**src/rtl/prio_enc_pkg.sv**
```systemverilog
// rtl/prio_enc_pkg.sv - shared types, sizes and helpers for the 4-to-2 priority encoder
package prio_enc_pkg;

  localparam int N_LINES = 4;
  localparam int CODE_W  = 2;

  typedef enum logic {
    IDLE = 1'b0,
    HOLD = 1'b1
  } state_e;

  function automatic logic [N_LINES-1:0] onehot(input logic [CODE_W-1:0] code);
    logic [N_LINES-1:0] one;
    one = {{(N_LINES-1){1'b0}}, 1'b1};
    return one << code;
  endfunction

endpackage

```
**src/rtl/prio_enc4.sv**
```systemverilog
// rtl/prio_enc4.sv - combinational 4-line priority selector, direction set by PRIO_HIGH
module prio_enc4
  import prio_enc_pkg::*;
#(
  parameter bit PRIO_HIGH = 1'b1
) (
  input  logic [N_LINES-1:0] pend_i,
  output logic [CODE_W-1:0]  code_o,
  output logic               any_o
);

  always_comb begin
    code_o = '0;
    any_o  = |pend_i;
    if (PRIO_HIGH) begin
      if      (pend_i[3]) code_o = 2'd3;
      else if (pend_i[2]) code_o = 2'd2;
      else if (pend_i[1]) code_o = 2'd1;
      else                code_o = 2'd0;
    end else begin
      if      (pend_i[0]) code_o = 2'd0;
      else if (pend_i[1]) code_o = 2'd1;
      else if (pend_i[2]) code_o = 2'd2;
      else if (pend_i[3]) code_o = 2'd3;
      else                code_o = 2'd0;
    end
  end

endmodule

```
**src/rtl/prio_enc_4to2_hs.sv**
```systemverilog
// rtl/prio_enc_4to2_hs.sv - buffered 4-to-2 priority encoder with valid/ready output
// Overrun pulse on OVR is built only when PRIO_ENC_OVERRUN_EN is defined.
module prio_enc_4to2_hs
  import prio_enc_pkg::*;
#(
  parameter bit PRIO_HIGH = 1'b1
) (
  input  logic clk,
  input  logic rst,
  input  logic EN,
  input  logic D0,
  input  logic D1,
  input  logic D2,
  input  logic D3,
  input  logic RDY,
  output logic A0,
  output logic A1,
  output logic VALID,
  output logic OVR
);

  logic [N_LINES-1:0] pend_q, pend_d, clr_mask, evt;
  logic [CODE_W-1:0]  code_q, code_d, sel_code;
  logic               valid_q, valid_d, sel_any, load;
  state_e             state_q, state_d;

  assign evt = EN ? {D3, D2, D1, D0} : '0;

  prio_enc4 #(.PRIO_HIGH(PRIO_HIGH)) u_sel (
    .pend_i (pend_q),
    .code_o (sel_code),
    .any_o  (sel_any)
  );

  always_comb begin
    state_d  = state_q;
    code_d   = code_q;
    valid_d  = valid_q;
    load     = 1'b0;
    clr_mask = '0;
    unique case (state_q)
      IDLE: begin
        valid_d = 1'b0;
        if (sel_any) begin
          load    = 1'b1;
          state_d = HOLD;
        end
      end
      HOLD: begin
        if (RDY) begin
          if (sel_any) begin
            load = 1'b1;
          end else begin
            valid_d = 1'b0;
            state_d = IDLE;
          end
        end
      end
      default: state_d = IDLE;
    endcase
    if (load) begin
      code_d   = sel_code;
      valid_d  = 1'b1;
      clr_mask = onehot(sel_code);
    end
    // New events are ORed after the clear so a same-cycle re-trigger survives.
    pend_d = (pend_q & ~clr_mask) | evt;
  end

  always_ff @(posedge clk) begin
    if (rst) begin
      state_q <= IDLE;
      pend_q  <= '0;
      code_q  <= '0;
      valid_q <= 1'b0;
    end else begin
      state_q <= state_d;
      pend_q  <= pend_d;
      code_q  <= code_d;
      valid_q <= valid_d;
    end
  end

  assign A0    = code_q[0];
  assign A1    = code_q[1];
  assign VALID = valid_q;

`ifdef PRIO_ENC_OVERRUN_EN
  logic ovr_q, ovr_d;

  assign ovr_d = |(evt & pend_q);

  always_ff @(posedge clk) begin
    if (rst) begin
      ovr_q <= 1'b0;
    end else begin
      ovr_q <= ovr_d;
    end
  end

  assign OVR = ovr_q;
`else
  assign OVR = 1'b0;
`endif

endmodule

```
**config.mk**
```make
export PLATFORM = sky130hd
export DESIGN_NAME = prio_enc_4to2_hs
export DESIGN_NICKNAME = d
export VERILOG_FILES = /design/src/rtl/prio_enc_pkg.sv /design/src/rtl/prio_enc4.sv /design/src/rtl/prio_enc_4to2_hs.sv
export SDC_FILE = /design/constraint.sdc
export NUM_CORES = 1
export LEC_CHECK = 0
export CAP_MARGIN = 20
export CORE_AREA = 2 2 39 41
export CTS_CLUSTER_SIZE = 14
export DETAILED_ROUTE_END_ITERATION = 6
export DIE_AREA = 0 0 41 43
export GPL_TIMING_DRIVEN = 1
export SYNTH_ARGS = -nofsm -noshare
export SYNTH_HDL_FRONTEND = slang
export SYNTH_HIERARCHICAL = 1
export SYNTH_SLANG_ARGS = --single-unit
```
**constraint.sdc**
```tcl
create_clock -name clk -period 2.2 [get_ports clk]
set_input_delay 0.66 -clock clk [delete_from_list [all_inputs] [get_ports clk]]
set_output_delay 0.66 -clock clk [all_outputs]
set_load 0.1 [all_outputs]
```
# == After elaboration in Yosys (flattened, before gate mapping) ==
# Index checks and enable logic that the tools add are counted.
# op_classes
shifts,1
muxes,14
n_reduce_logical,2
n_eq_ne,2
n_bitwise,4
# ops
operator,n
4-bit 2-to-1 mux,2
1-bit 2-to-1 mux,7
"3-bit != test, second input constant",2
1-bit one-hot mux with 2 select lines,3
4-bit AND,1
2-bit 2-to-1 mux,2
4-bit inverter,1
4-bit bitwise OR,1
4-bit OR reduction,1
"1-bit by 2-bit left shift with 4-bit output, first input constant",1
2-bit AND reduction,1
1-bit inverter,1
# totals
in_bits,8
register_bits,8
out_inout_bits,4

# == Logic depth before layout (Yosys ltp) ==
# Gate-level depths: netlist of run 1.
# logic_depth
word_depth,8
depth_mapped,5

# == Cells and area by module ==
# Netlist of run 1, hierarchy kept.
# by_module_without_submodules
mod,seq_area_each_um2,cells_each,area_each_um2,n_inst
prio_enc_4to2_hs,160.2,36,335.3,1
prio_enc4,0.0,4,23.8,1

# == Worst setup path before layout of run 1 ==
# No wires, ideal clock.
# synth_path
path_kind,register to output
start,"register valid_q, in the netlist VALID"
end,output VALID
stages_incl_launch_ff,1
required_time_ps,1540
setup_slack_ps,615
arrival_ps,925
path_buffers,0
path_cell_list,dfxtp_1
# synth_lines
item,line_no,source
start: declaration,prio_enc_4to2_hs.sv:24,"logic valid_q, valid_d, sel_any, load;"
start signal: assignment,prio_enc_4to2_hs.sv:80,valid_q <= valid_d;
end: declaration,prio_enc_4to2_hs.sv:18,"output logic VALID,"
# No word-level cell between the ends.

# == Worst setup path in the final report of run 1 ==
# layout_path
start,input RDY
end,register pend_q[0]
# layout_between
elab_chain_len,6
# layout_rtl
item,line_no,source
start: declaration,prio_enc_4to2_hs.sv:15,"input logic RDY,"
1-bit 2-to-1 mux,prio_enc_4to2_hs.sv:50,if (RDY) begin
1-bit one-hot mux with 2 select lines,prio_enc_4to2_hs.sv:41,unique case (state_q)
4-bit 2-to-1 mux,prio_enc_4to2_hs.sv:61,if (load) begin
4-bit inverter,prio_enc_4to2_hs.sv:67,pend_d = (pend_q & ~clr_mask) | evt;
4-bit AND,prio_enc_4to2_hs.sv:67,
4-bit bitwise OR,prio_enc_4to2_hs.sv:67,
end signal: assignment,prio_enc_4to2_hs.sv:78,pend_q <= pend_d;
end: declaration,prio_enc_4to2_hs.sv:22,"logic [N_LINES-1:0] pend_q, pend_d, clr_mask, evt;"
# Every way passes these cells.
# A chain may end at the register's enable or synchronous reset.

==> out/qor.yml, run 1 <==
outcome: "completed"
dp.cells: 65
fin_skew_ns: 0.00320
fin_cells: 68
path_class: "input port to register"
synth-seq-area-share_pct: 44.6
synth_area_per_cell_um2: 8.98
hpwl_um: 539
drv_slew: 0
grt_max_degree: 8
cts_tree: "yes"
vias: 324
syn_inst: 40
yosysWarnings: 6
p_leak_nw: 0.203
cp.arrival_ns: 1.71
fp.dieH_um: 43
finalSetupViolations: 0
worstHoldStart: "VALID"
clkTransAtPathRegs_ns: 0.05
cts_hold_buffers: 0
grt_use_total_pct: 9.94
critPathRequiredTime_ns: 2.33
ant_nets: 0
initial_utilization_pct: 25.9
antenna_found_initial: 0
chipWidth_um: 41
cts_buffers: 3
power.density_nw_per_um2: 823
ys_types: 19
startpoint: "RDY"
viasPerCell: 4.76
min_path_type: "register to register"
dr.pass1.iters: 4
htreeDepth: 1
drive_gt1_share_pct: 19.2
fmax_mhz: 631
netlist_area_um2: 359
cts_setup_buffers: 0
drc: 0
start_kind: "input port"
num-nets-final: 62
endpoint_kind: "register"
period_share_pct: 72.0
syn_nets: 48
crit_path_max_fanout: 4
synth-seq-cells: 8
reg2reg_slack_ns: 0.72
totalWireLength_um: 666
n_antenna_cell: 0
root_buffer: "clkbuf_4"
clk_latency_ns: 0.25
synthToLayoutAreaGrowth_pct: 35.5
fin_crit_ns: 1.58
reg2reg_from: "pend_q[3]"
fin_tns_setup_ns: 0
most-common-layout-cells: "dfxtp_1 (8), a21oi_1 (8), clkdlybuf4s50_1 (7)"
io_pins: 12
grt_pass1_vias: 292
vdd_drop_max_uv: 343
nFillCells: 150
final_util_pct: 35.2
routabilityCongestion: 0.678
cts_sinks: 8
cts_resized: 0
fp-row-count: 14
drt-initial-drc-count: 5
wl_per_cell_um: 9.79
rsz0062_at_grt: "no"
drv_cap: 0
grt_first_pass_wirelength_um: 1140
place.port_buffers: 10
coreArea_um2: 1380
clk_path_buf_depth: 2
overflow: 0
hold_viol: 0
dieArea_um2: 1760
-- state kept, by name, indices dropped and copies added (netlist names) --
signal	cells
pend_q	4
code_q	2
VALID	1
state_q	1
-- Yosys cell counts --
cell      count  area, µm²
dfxtp_1       8        160
conb_1        1       3.75
nand2b_1      1       6.26
or3_1         1       6.26
buf_4         1       7.51
o21a_1        1       7.51
a211oi_1      1       7.51
a21oi_1       8       40.0
or2_1         1       6.26
nand2b_4      1       13.8
o21ai_0       2       10.0
a21o_1        1       7.51
and2b_2       1       8.76
nand3_1       2       10.0
o31ai_1       2       15.0
and3_4        1       11.3
inv_1         3       11.3
a311oi_2      1       15.0
nand2_1       3       11.3
-- stage by stage --
stage               cell area [µm²]  setup slack, ns  power [mW]  hold slack, ns
finish                          487            0.615       0.401           0.483
detailed placement              464            0.334       0.295           0.455
floorplan                       359            0.615       0.264           0.438
CTS                             487            0.602       0.406           0.480
global route                    487            0.569       0.425           0.492
global placement                464            0.360       0.295           0.469
-- layout make-up --
class	count	area [µm²]	area share, %
sequential	8	160	32.9
clock buffer	3	22.5	4.63
timing repair buffer	10	92.6	19.0
inverter	3	11.3	2.31
tap	16	20.0	4.11
multi-input combinational	28	180	37.0
-- critical path, stage by stage --
cell             delay [ns]
clkdlybuf4s50_1        0.47
and2b_2                0.24
o31ai_1                0.25
a21oi_1                0.10
-- path summary, 6_finish.rpt --
kind,cells after the start,endpoint
worst min-delay path,1,VALID
worst min register to register,1,VALID
worst max-delay path,4,pend_q[0]
worst max register to register,4,pend_q[3]
-- power breakdown --
| group | switching (mW) | leakage (nW) | internal (mW) |
|---|---|---|---|
| sequential | 0.00852 | 0.0662 | 0.159 |
| combinational | 0.0834 | 0.123 | 0.0410 |
| clock | 0.0466 | 0.0138 | 0.0622 |
-- routing by layer --
metal | GRT usage, % | vias to the layer above | wire [µm]
met5 | 0 | - | 0
met4 | 8.00 | 0 | 0
met3 | 5.24 | 0 | 36
met2 | 13.8 | 8 | 329
met1 | 10.6 | 150 | 300
li1 | - | 166 | -
-- cells by family (layout without fill, tap and decap cells) --
kind of cell / after synthesis / after routing / share of synthesized area [%]
AO/OA/AOI/OAI: 16 / 16 / 28.6
buffers and inverters: 4 / 16 / 5.23
flip-flops: 8 / 8 / 44.6
other: 1 / 1 / 1.04
AND/OR/NAND/NOR: 11 / 11 / 20.6
Note: power is estimated with default switching activity, not from simulation.
==> inputs of run 2 (changes only) <==
Clock period 2.2 ns to 1.3 ns, I/O delays scaled along.
==> out/qor.yml, run 2 (synthesis results as in run 1) <==
most-common-layout-cells: "a21oi_1 (8), buf_4 (8), clkdlybuf4s50_1 (7)"
rsz0062_at_grt: "yes"
overflow: 0
hold_viol: 0
synthToLayoutAreaGrowth_pct: 68.3
period_share_pct: 108
cts_setup_buffers: 0
pwr-share-clk_pct: 25.0
p_total_mw: 0.753
sequentialPowerShare_pct: 38.7
crit_cells: 4
cts_sinks: 8
final_util_pct: 43.7
dr.pass1.iters: 4
wl_per_cell_um: 9.30
drv_slew: 0
nFillCells: 146
clk_latency_ns: 0.25
worstHoldPathCells: 2
outcome: "complete, but fails checks"
clk_path_buf_depth: 2
p_comb_share_pct: 36.3
coreArea_um2: 1380
grt_first_pass_wirelength_um: 1290
n_antenna_cell: 0
fin_tns_setup_ns: -0.158
finalSetupViolations: 5
root_buffer: "clkbuf_4"
p_int_mw: 0.499
violations: "negative setup slack"
fin_skew_ns: 0.00304
num-nets-final: 70
cts_tree: "yes"
hold_ws_ns: 0.491
drt-initial-drc-count: 1
antenna_found_initial: 0
reg2reg_depth: 4
cp_top_family: "simple AND/OR/NAND/NOR gates"
drc: 0
path_buf_inv: 0
crit_path_max_fanout: 5
fp-row-count: 14
viasPerCell: 4.51
hpwl_um: 574
cts_hold_buffers: 0
cp.arrival_ns: 1.57
drive_gt1_share_pct: 41.7
start_kind: "register"
dieArea_um2: 1760
critPathSlowestCell: "or3_4"
dp.cells: 73
p_switching_mw: 0.254
grt_max_degree: 6
regMostFlops: "pend_q"
grt_pass1_vias: 340
fin_area_um2: 604
htreeDepth: 1
cts_buffers: 3
fp.dieH_um: 43
place.port_buffers: 10
reg_top3: "pend_q: 4 flops, code_q: 2 flops"
totalWireLength_um: 707
routabilityCongestion: 0.702
placed_cell_area_um2: 571
critPathRequiredTime_ns: 1.47
chipWidth_um: 41
post-place-ws_ns: -0.270
largest_reg_flops: 4
path_class: "register to register"
switching_share_pct: 33.7
fin_crit_ns: 1.40
cp_cell_sequence: "or2_1 -> or3_4 -> and3_4 -> a311oi_2"
ant_nets: 0
io_pins: 12
endpoint_kind: "register"
initial_utilization_pct: 25.9
vias: 343
fin_cells: 76
cp_slowest_stage_delay_ns: 0.36
fmax_mhz: 715
vdd_drop_max_uv: 664
grt_use_total_pct: 11.2
min_path_type: "register to register"
p_leak_nw: 0.254
clkTransAtPathRegs_ns: 0.05
layout_setup_ws_ns: -0.0981
power.density_nw_per_um2: 1250
drv_cap: 0
run 2: cell count changes in the layout (fill, tap and decap cells not counted):
cell / change
dfxtp_2: +4
or3_4: +1
a211oi_2: +1
buf_4: +5
o31ai_2: +1
or3_1: -1
dfxtp_1: -4
buf_12: +3
o31ai_1: -1
a211oi_1: -1
run 2: tightest hold or removal path, cell delays in order, from the launching register on:
cell     delay, ns
dfxtp_1       0.31
o31ai_1       0.07
a21oi_1       0.07
run 2: final cells by class:
cell class	instances	area, µm²	area share, %
clock buffer	3	22.5	3.73
timing repair buffer	18	190	31.5
multi-input combinational	28	195	32.3
sequential	8	165	27.3
inverter	3	11.3	1.86
tap	16	20.0	3.31
run 2: worst paths after layout:
path / from / to / slack, ns
worst max-delay path: pend_q[2] / pend_q[3] / -0.1
worst min-delay path: pend_q[0] / pend_q[0] / 0.49
worst max register to register: pend_q[2] / pend_q[3] / -0.1
worst min register to register: pend_q[0] / pend_q[0] / 0.49
run 2: timing repair:
action / 4_1_cts / 5_1_grt
setup endpoints to repair: 7 / 7
cloned: 0 / 0
resized for setup: 1 / 2
run 2: per-layer routing:
layer  vias up  GRT usage (%)  share of wire, %
li1        182              -                 -
met1       150           12.3                45
met2         9           16.3                48
met3         2           6.28               5.0
met4         0           6.00               1.1
met5         -              0                 0
run 2: power groups by stage:
stage	Sequential, mW	Clock, mW	Combinational, mW
after floorplan	0.362	0	0.0919
after global placement	0.295	0	0.267
after detailed placement	0.296	0	0.269
after CTS	0.291	0.196	0.272
after global routing	0.295	0.209	0.294
final	0.291	0.188	0.273
==> inputs of run 3 (changes only) <==
Settings changed: CAP_MARGIN 20 to not set.
==> results of run 3 <==
Same layout as run 2: the final DEF is identical, and so are final timing and power.
